### src/rtl/key_cond_pkg.sv
// rtl/key_cond_pkg.sv - mode state type and key index constants for key_conditioner
package key_cond_pkg;

  typedef enum logic [1:0] {
    IDLE   = 2'd0,
    RUN    = 2'd1,
    PAUSED = 2'd2
  } mode_e;

  localparam int KEY_STEP  = 0;
  localparam int KEY_START = 1;
  localparam int KEY_PAUSE = 2;

endpackage

### src/rtl/key_debounce.sv
// rtl/key_debounce.sv - one-key synchronizer, stability counter and press pulse
module key_debounce #(
  parameter int unsigned DEBOUNCE_CYCLES = 500000
) (
  input  logic clk,
  input  logic reset,
  input  logic key_n_i,
  output logic level_o,
  output logic press_o
);

  localparam int unsigned CW = $clog2(DEBOUNCE_CYCLES + 1);

  logic          meta_q, sync_q;
  logic          db_q, db_d, db_dly_q;
  logic [CW-1:0] cnt_q, cnt_d;

  // Counter clears on any agreement, so it only ever reaches the limit after an unbroken run.
  always_comb begin
    cnt_d = cnt_q;
    db_d  = db_q;
    if (sync_q == db_q) begin
      cnt_d = '0;
    end else if (cnt_q == CW'(DEBOUNCE_CYCLES - 1)) begin
      cnt_d = '0;
      db_d  = ~db_q;
    end else begin
      cnt_d = cnt_q + 1'b1;
    end
  end

  always_ff @(posedge clk) begin
    if (reset) begin
      meta_q   <= 1'b0;
      sync_q   <= 1'b0;
      db_q     <= 1'b0;
      db_dly_q <= 1'b0;
      cnt_q    <= '0;
    end else begin
      meta_q   <= ~key_n_i;
      sync_q   <= meta_q;
      db_q     <= db_d;
      db_dly_q <= db_q;
      cnt_q    <= cnt_d;
    end
  end

  assign level_o = db_q;
  assign press_o = db_q & ~db_dly_q;

endmodule

### src/rtl/key_conditioner.sv
// rtl/key_conditioner.sv - debounced step/start/pause keys, run-mode FSM, optional step auto-repeat (KEY_AUTOREPEAT_EN)
module key_conditioner
  import key_cond_pkg::*;
#(
  parameter int unsigned DEBOUNCE_CYCLES = 500000,
  parameter int unsigned REPEAT_DELAY    = 25000000,
  parameter int unsigned REPEAT_PERIOD   = 10000000
) (
  input  logic       clk,
  input  logic       reset,
  input  logic [2:0] key_n,
  output logic       step_n,
  output logic       start_p,
  output logic       pause_p,
  output logic       running,
  output logic [2:0] key_db
);

  logic [2:0] press;
  mode_e      state_q, state_d;
  logic       step_n_q, start_p_q, pause_p_q;
  logic       in_run, step_evt;

  key_debounce #(.DEBOUNCE_CYCLES(DEBOUNCE_CYCLES)) u_db_step (
    .clk(clk), .reset(reset), .key_n_i(key_n[KEY_STEP]),
    .level_o(key_db[KEY_STEP]), .press_o(press[KEY_STEP])
  );

  key_debounce #(.DEBOUNCE_CYCLES(DEBOUNCE_CYCLES)) u_db_start (
    .clk(clk), .reset(reset), .key_n_i(key_n[KEY_START]),
    .level_o(key_db[KEY_START]), .press_o(press[KEY_START])
  );

  key_debounce #(.DEBOUNCE_CYCLES(DEBOUNCE_CYCLES)) u_db_pause (
    .clk(clk), .reset(reset), .key_n_i(key_n[KEY_PAUSE]),
    .level_o(key_db[KEY_PAUSE]), .press_o(press[KEY_PAUSE])
  );

  assign in_run = (state_q == RUN);

  // A simultaneous start blocks the pause transition, so RUN is held.
  always_comb begin
    state_d = state_q;
    case (state_q)
      IDLE:    if (press[KEY_START]) state_d = RUN;
      RUN:     if (press[KEY_PAUSE] && !press[KEY_START]) state_d = PAUSED;
      PAUSED:  if (press[KEY_START]) state_d = RUN;
      default: state_d = IDLE;
    endcase
  end

`ifdef KEY_AUTOREPEAT_EN
  localparam int unsigned RPT_MAX = (REPEAT_DELAY > REPEAT_PERIOD) ? REPEAT_DELAY : REPEAT_PERIOD;
  localparam int unsigned RW      = $clog2(RPT_MAX + 1);

  logic [RW-1:0] rpt_cnt_q, rpt_cnt_d;
  logic          rpt_arm_q, rpt_arm_d;
  logic          rpt_first_q, rpt_first_d;
  logic          rpt_fire;

  // Timer counts cycles since the last emitted step; first gap is the delay, later gaps the period.
  always_comb begin
    rpt_cnt_d   = rpt_cnt_q;
    rpt_arm_d   = rpt_arm_q;
    rpt_first_d = rpt_first_q;
    rpt_fire    = 1'b0;
    if (press[KEY_STEP] && in_run) begin
      rpt_arm_d   = 1'b1;
      rpt_first_d = 1'b1;
      rpt_cnt_d   = RW'(1);
    end else if (rpt_arm_q && key_db[KEY_STEP] && in_run) begin
      if (rpt_cnt_q == (rpt_first_q ? RW'(REPEAT_DELAY) : RW'(REPEAT_PERIOD))) begin
        rpt_fire    = 1'b1;
        rpt_first_d = 1'b0;
        rpt_cnt_d   = RW'(1);
      end else begin
        rpt_cnt_d = rpt_cnt_q + 1'b1;
      end
    end else begin
      rpt_arm_d   = 1'b0;
      rpt_first_d = 1'b0;
      rpt_cnt_d   = '0;
    end
  end

  always_ff @(posedge clk) begin
    if (reset) begin
      rpt_cnt_q   <= '0;
      rpt_arm_q   <= 1'b0;
      rpt_first_q <= 1'b0;
    end else begin
      rpt_cnt_q   <= rpt_cnt_d;
      rpt_arm_q   <= rpt_arm_d;
      rpt_first_q <= rpt_first_d;
    end
  end

  assign step_evt = (press[KEY_STEP] && in_run) || rpt_fire;
`else
  assign step_evt = press[KEY_STEP] && in_run;
`endif

  always_ff @(posedge clk) begin
    if (reset) begin
      state_q   <= IDLE;
      step_n_q  <= 1'b1;
      start_p_q <= 1'b0;
      pause_p_q <= 1'b0;
    end else begin
      state_q   <= state_d;
      step_n_q  <= ~step_evt;
      start_p_q <= press[KEY_START];
      pause_p_q <= press[KEY_PAUSE];
    end
  end

  assign step_n  = step_n_q;
  assign start_p = start_p_q;
  assign pause_p = pause_p_q;
  assign running = in_run;

endmodule

### config.mk
export PLATFORM = sky130hd
export DESIGN_NAME = key_conditioner
export DESIGN_NICKNAME = d
export VERILOG_FILES = /design/src/rtl/key_cond_pkg.sv /design/src/rtl/key_debounce.sv /design/src/rtl/key_conditioner.sv
export SDC_FILE = /design/constraint.sdc
export NUM_CORES = 1
export LEC_CHECK = 0
export ABC_AREA = 1
export CAP_MARGIN = 25
export CORE_ASPECT_RATIO = 1.75
export CORE_UTILIZATION = 32
export CTS_CLUSTER_DIAMETER = 200
export CTS_CLUSTER_SIZE = 8
export DETAILED_ROUTE_END_ITERATION = 6
export PLACE_DENSITY = 0.48
export SYNTH_ARGS = -nofsm -noshare
export SYNTH_HDL_FRONTEND = slang
export SYNTH_SLANG_ARGS = --single-unit
### constraint.sdc
create_clock -name clk -period 2.27 [get_ports clk]
set_clock_uncertainty 0.05 [all_clocks]
set_input_delay 0.454 -clock clk [delete_from_list [all_inputs] [get_ports clk]]
set_output_delay 0.454 -clock clk [all_outputs]
set_load 0.01 [all_outputs]
==> metrics.md, run 1 <==
| Metric | Value |
|---|---|
| Outcome | complete, no violations |
| Clk root buf | clkbuf_16 |
| Die W | 82.69 microns |
| Bufs on Longest Clock Path | 2 |
| Via Count | 3218 |
| Clock H-tree levels | 3 |
| Core area | 0.01110 sq mm |
| Die Ht | 143.2 microns |
| Register area | about 0.0015 sq mm |
| Total of max-cap violations | 0 |
| Largest net degree at the start of global routing | 19 |
| Area of the mapped netlist | 0.003646 sq mm |
| Crit path capture type | output pin |
| Clk sinks | 74 |
| PD cells | 642.5 mW/mm^2 |
| Sw frac | 21.63% |
| Antenna violations before repair | 0 |
| Row Count | 51 |
| Worst-margin pin slew | between 0.4 and 0.5 ns |
| Register-to-register setup slack | 0.46 ns |
| CP arrival | 1.52 ns |
| Total grt overflow | 0 |
| RSZ-0062 raised after global routing | false |
| Final Hold Fails | 0 |
| Pins Over Slew Limit | 0 |
| Sw power | slightly below 0.0006 W |
| Fin crit period | 2.021 ns |
| Final Cycle Share | 89.03% |
| Routed WL | 8.166 mm |
| Cells on worst reg2reg path | 6 |
| Pint | 0.002088 W |
| Buffers added on ports | 11 |
| Reg-to-Reg End | u_db_pause.cnt_q[15] |
| GPL Wtd Cong | 0.7615 |
| Maximum ir drop on the vdd rail | around 0.38 mV |
| Synth Instances | ~550 |
| CTS buffer count | 9 |
| Final setup viols | 0 |
| Post-DP HPWL | 6.418 mm |
| Fill count | around 1200 |
| First-pass GRT wire length | ~13 mm |
| Flops & latches, synth | 74 |
| Tot GR Track Use | 15.15% |
| Hold buffer count at CTS | 0 |
| Critical Path Start Type | flop |
| Crit path to | running |
| Leak | 1.331 nW |
| Share of layout cells above drive strength 1 | about 5.2% |
| Finished Core Util | 37.35% |
| Post-CTS Setup Repair Bufs | 0 |
| Die ar. | 0.01184 sq mm |
| Antenna Nets Post-Route | 0 |
| Wire per inst | 11.60 microns |
| Initial DRC count | between 100 and 150 |
| Clock share of power | 49.6% |
| CTS resizes | 0 |
| Worst reg2reg startpoint | u_db_pause.cnt_q[0] |
| Setup Crit Path Kind | flop to output pin |
| Setup TNS | 0 ns |
| Hold WS | 0.3581 ns |
| CP required | around 1.8 ns |
| Worst Setup SP | state_q[0] |
| Rel. slew slack | between 60 and 70% |
| Post-route cell area | 0.004146 sq mm |
| Critical-path maximum fanout | 4 |
| TritonRoute pass-1 iters | 4 |
| Area Growth Syn to Fin | 13.73% |
| DP Area | 0.003865 sq mm |
| DR DRC count | 0 |
| Vias/cell | 4.571 |
| Area of the multi-input gates | between 0.0015 and 0.002 sq mm |
| IO Pins | 12 |
| Clock latency on the worst-skew pair | 0.34 ns |
| CTS tree | yes |
| YS warnings | 0 |
| Fmax | 494.8 MHz |
| Initial Utilization | 32.84% |
| Count of nets after finishing | 575 |
| Sequential share of power | between 40% and 50% |
| Vias in the first global route | 3061 |
| Register area share after synthesis | 40.63% |
| Hold crit path type | flop to flop |
| Antenna Cells | 0 |
| Syn_nets | 560 |
| Syn_area_per_cell | 6.605 sq um |
| Post-synthesis cell type count | 25 |
| Clock transition at path regs | 0.06 ns |
| Comb power frac | 1.3% |
-- worst max-delay path, stage by stage, from the launching register on --
cell and delay, ns:
dfxtp_1 0.30, inv_1 0.05, nor2_1 0.23, clkdlybuf4s50_1 0.59
-- registers in the layout (all words and copies together) (netlist names), 2 cells and up --
name and flops:
state_q 2, u_db_pause.cnt_q 19, u_db_start.cnt_q 19, u_db_step.cnt_q 19
-- cells in the mapped netlist --
cell	n	area share [%]
nor2_2	4	0.69
dfxtp_1	74	41
inv_1	64	6.6
nand4_1	8	1.4
o21bai_4	2	1.0
o21bai_1	1	0.21
nand3b_1	1	0.21
nand2_4	1	0.31
xor2_1	14	3.4
a21oi_1	26	3.6
buf_6	3	0.93
ha_1	3	1.0
o21ai_0	10	1.4
nand3_2	1	0.27
buf_4	3	0.62
xnor2_1	6	1.4
or2_0	6	1.0
clkbuf_1	2	0.21
nor2_1	133	14
nand2_1	144	15
nor2_4	1	0.31
nand3_1	38	5.2
nor3_1	3	0.41
nand2_2	2	0.34
or2_2	2	0.34
-- kinds of logic after synthesis --
group,after synthesis,share of synthesized area [%]
simple gates,344,39.02
fa+ha+maj,3,1.030
flops,74,40.63
xor+xnor,20,4.804
buf+inv,72,8.339
compound gates,39,6.177
-- placed cells by master (no fill, tap or decap) --
| cell | n |
|---|---|
| a21oi_1 | 26 |
| buf_4 | 1 |
| clkbuf_16 | 9 |
| clkbuf_8 | 1 |
| clkdlybuf4s50_1 | 11 |
| clkinv_2 | 2 |
| clkinv_4 | 2 |
| clkinvlp_4 | 2 |
| dfxtp_1 | 74 |
| ha_1 | 3 |
| inv_1 | 64 |
| nand2_1 | 144 |
| nand2_2 | 2 |
| nand2_4 | 1 |
| nand3_1 | 38 |
| nand3_2 | 1 |
| nand3b_1 | 1 |
| nand4_1 | 8 |
| nor2_1 | 133 |
| nor2_2 | 4 |
| nor2_4 | 1 |
| nor3_1 | 3 |
| o21ai_0 | 10 |
| o21bai_1 | 1 |
| o21bai_4 | 2 |
| or2_0 | 6 |
| or2_2 | 2 |
| xnor2_1 | 6 |
| xor2_1 | 14 |
-- metrics by stage --
stage          power (W)  std cells  worst slack [ns]
2_1_floorplan   0.001361        552            0.7625
3_3_place_gp    0.001374        688            0.4258
3_5_place_dp    0.001373        688            0.4111
4_1_cts         0.002707        704            0.2415
5_1_grt         0.002762        704            0.1663
6_report        0.002664        704            0.2491
-- cell type report --
| type | count | area share, % |
|---|---|---|
| well taps | 132 | 3.983 |
| multi-input cells | 406 | 44.87 |
| flip-flops and latches | 74 | 35.73 |
| clock buffers | 10 | 5.763 |
| repair buffers | 12 | 2.836 |
| clock inverters | 6 | 1.026 |
| inverters | 64 | 5.794 |
-- metal layers --
layer / global-route usage [%] / wire (microns)
met5: 0 / 0
met4: 7.895 / 296
met3: 4.026 / 181
met2: 28.82 / 4543
met1: 13.95 / 3145
-- power groups by stage --
stage | clock network, W | logic, W | registers (W)
floorplan | 0 | 0.0000237 | 0.00134
global placement | 0 | 0.0000357 | 0.00134
detailed placement | 0 | 0.0000356 | 0.00134
CTS | 0.00136 | 0.0000358 | 0.00131
global route | 0.00141 | 0.0000390 | 0.00131
finish | 0.00132 | 0.0000344 | 0.00131
-- worst min-delay path by stage --
stage / start / end / slack, ns / depth (start not counted)
6_report: u_db_step.meta_q / u_db_step.sync_q / 0.36 / 2
5_1_grt: u_db_step.db_dly_q / step_n / 0.38 / 1
4_1_cts: u_db_start.meta_q / u_db_start.sync_q / 0.36 / 2
3_5_place_dp: u_db_step.db_dly_q / step_n / 0.35 / 1
3_3_place_gp: u_db_step.db_dly_q / step_n / 0.35 / 1
2_1_floorplan: u_db_pause.meta_q / u_db_pause.sync_q / 0.34 / 2
(Power assumes the default switching activity.)
==> run 2, diff against run 1 <==
--- a/config.mk
+++ b/config.mk
@@ -13,6 +13,7 @@
 export CTS_CLUSTER_SIZE = 8
 export DETAILED_ROUTE_END_ITERATION = 6
 export PLACE_DENSITY = 0.48
+export SETUP_SLACK_MARGIN = 0.05
 export SYNTH_ARGS = -nofsm -noshare
 export SYNTH_HDL_FRONTEND = slang
 export SYNTH_SLANG_ARGS = --single-unit
==> results of run 2 <==
The final DEF is identical to that of run 1; final timing and power are the same.
==> run 3, diff against run 2 <==
--- a/config.mk
+++ b/config.mk
@@ -12,6 +12,7 @@
 export CTS_CLUSTER_DIAMETER = 200
 export CTS_CLUSTER_SIZE = 8
 export DETAILED_ROUTE_END_ITERATION = 6
+export GPL_ROUTABILITY_DRIVEN = 0
 export PLACE_DENSITY = 0.48
 export SETUP_SLACK_MARGIN = 0.05
 export SYNTH_ARGS = -nofsm -noshare
==> results of run 3 <==
The final DEF is identical to that of run 1; final timing and power are the same.
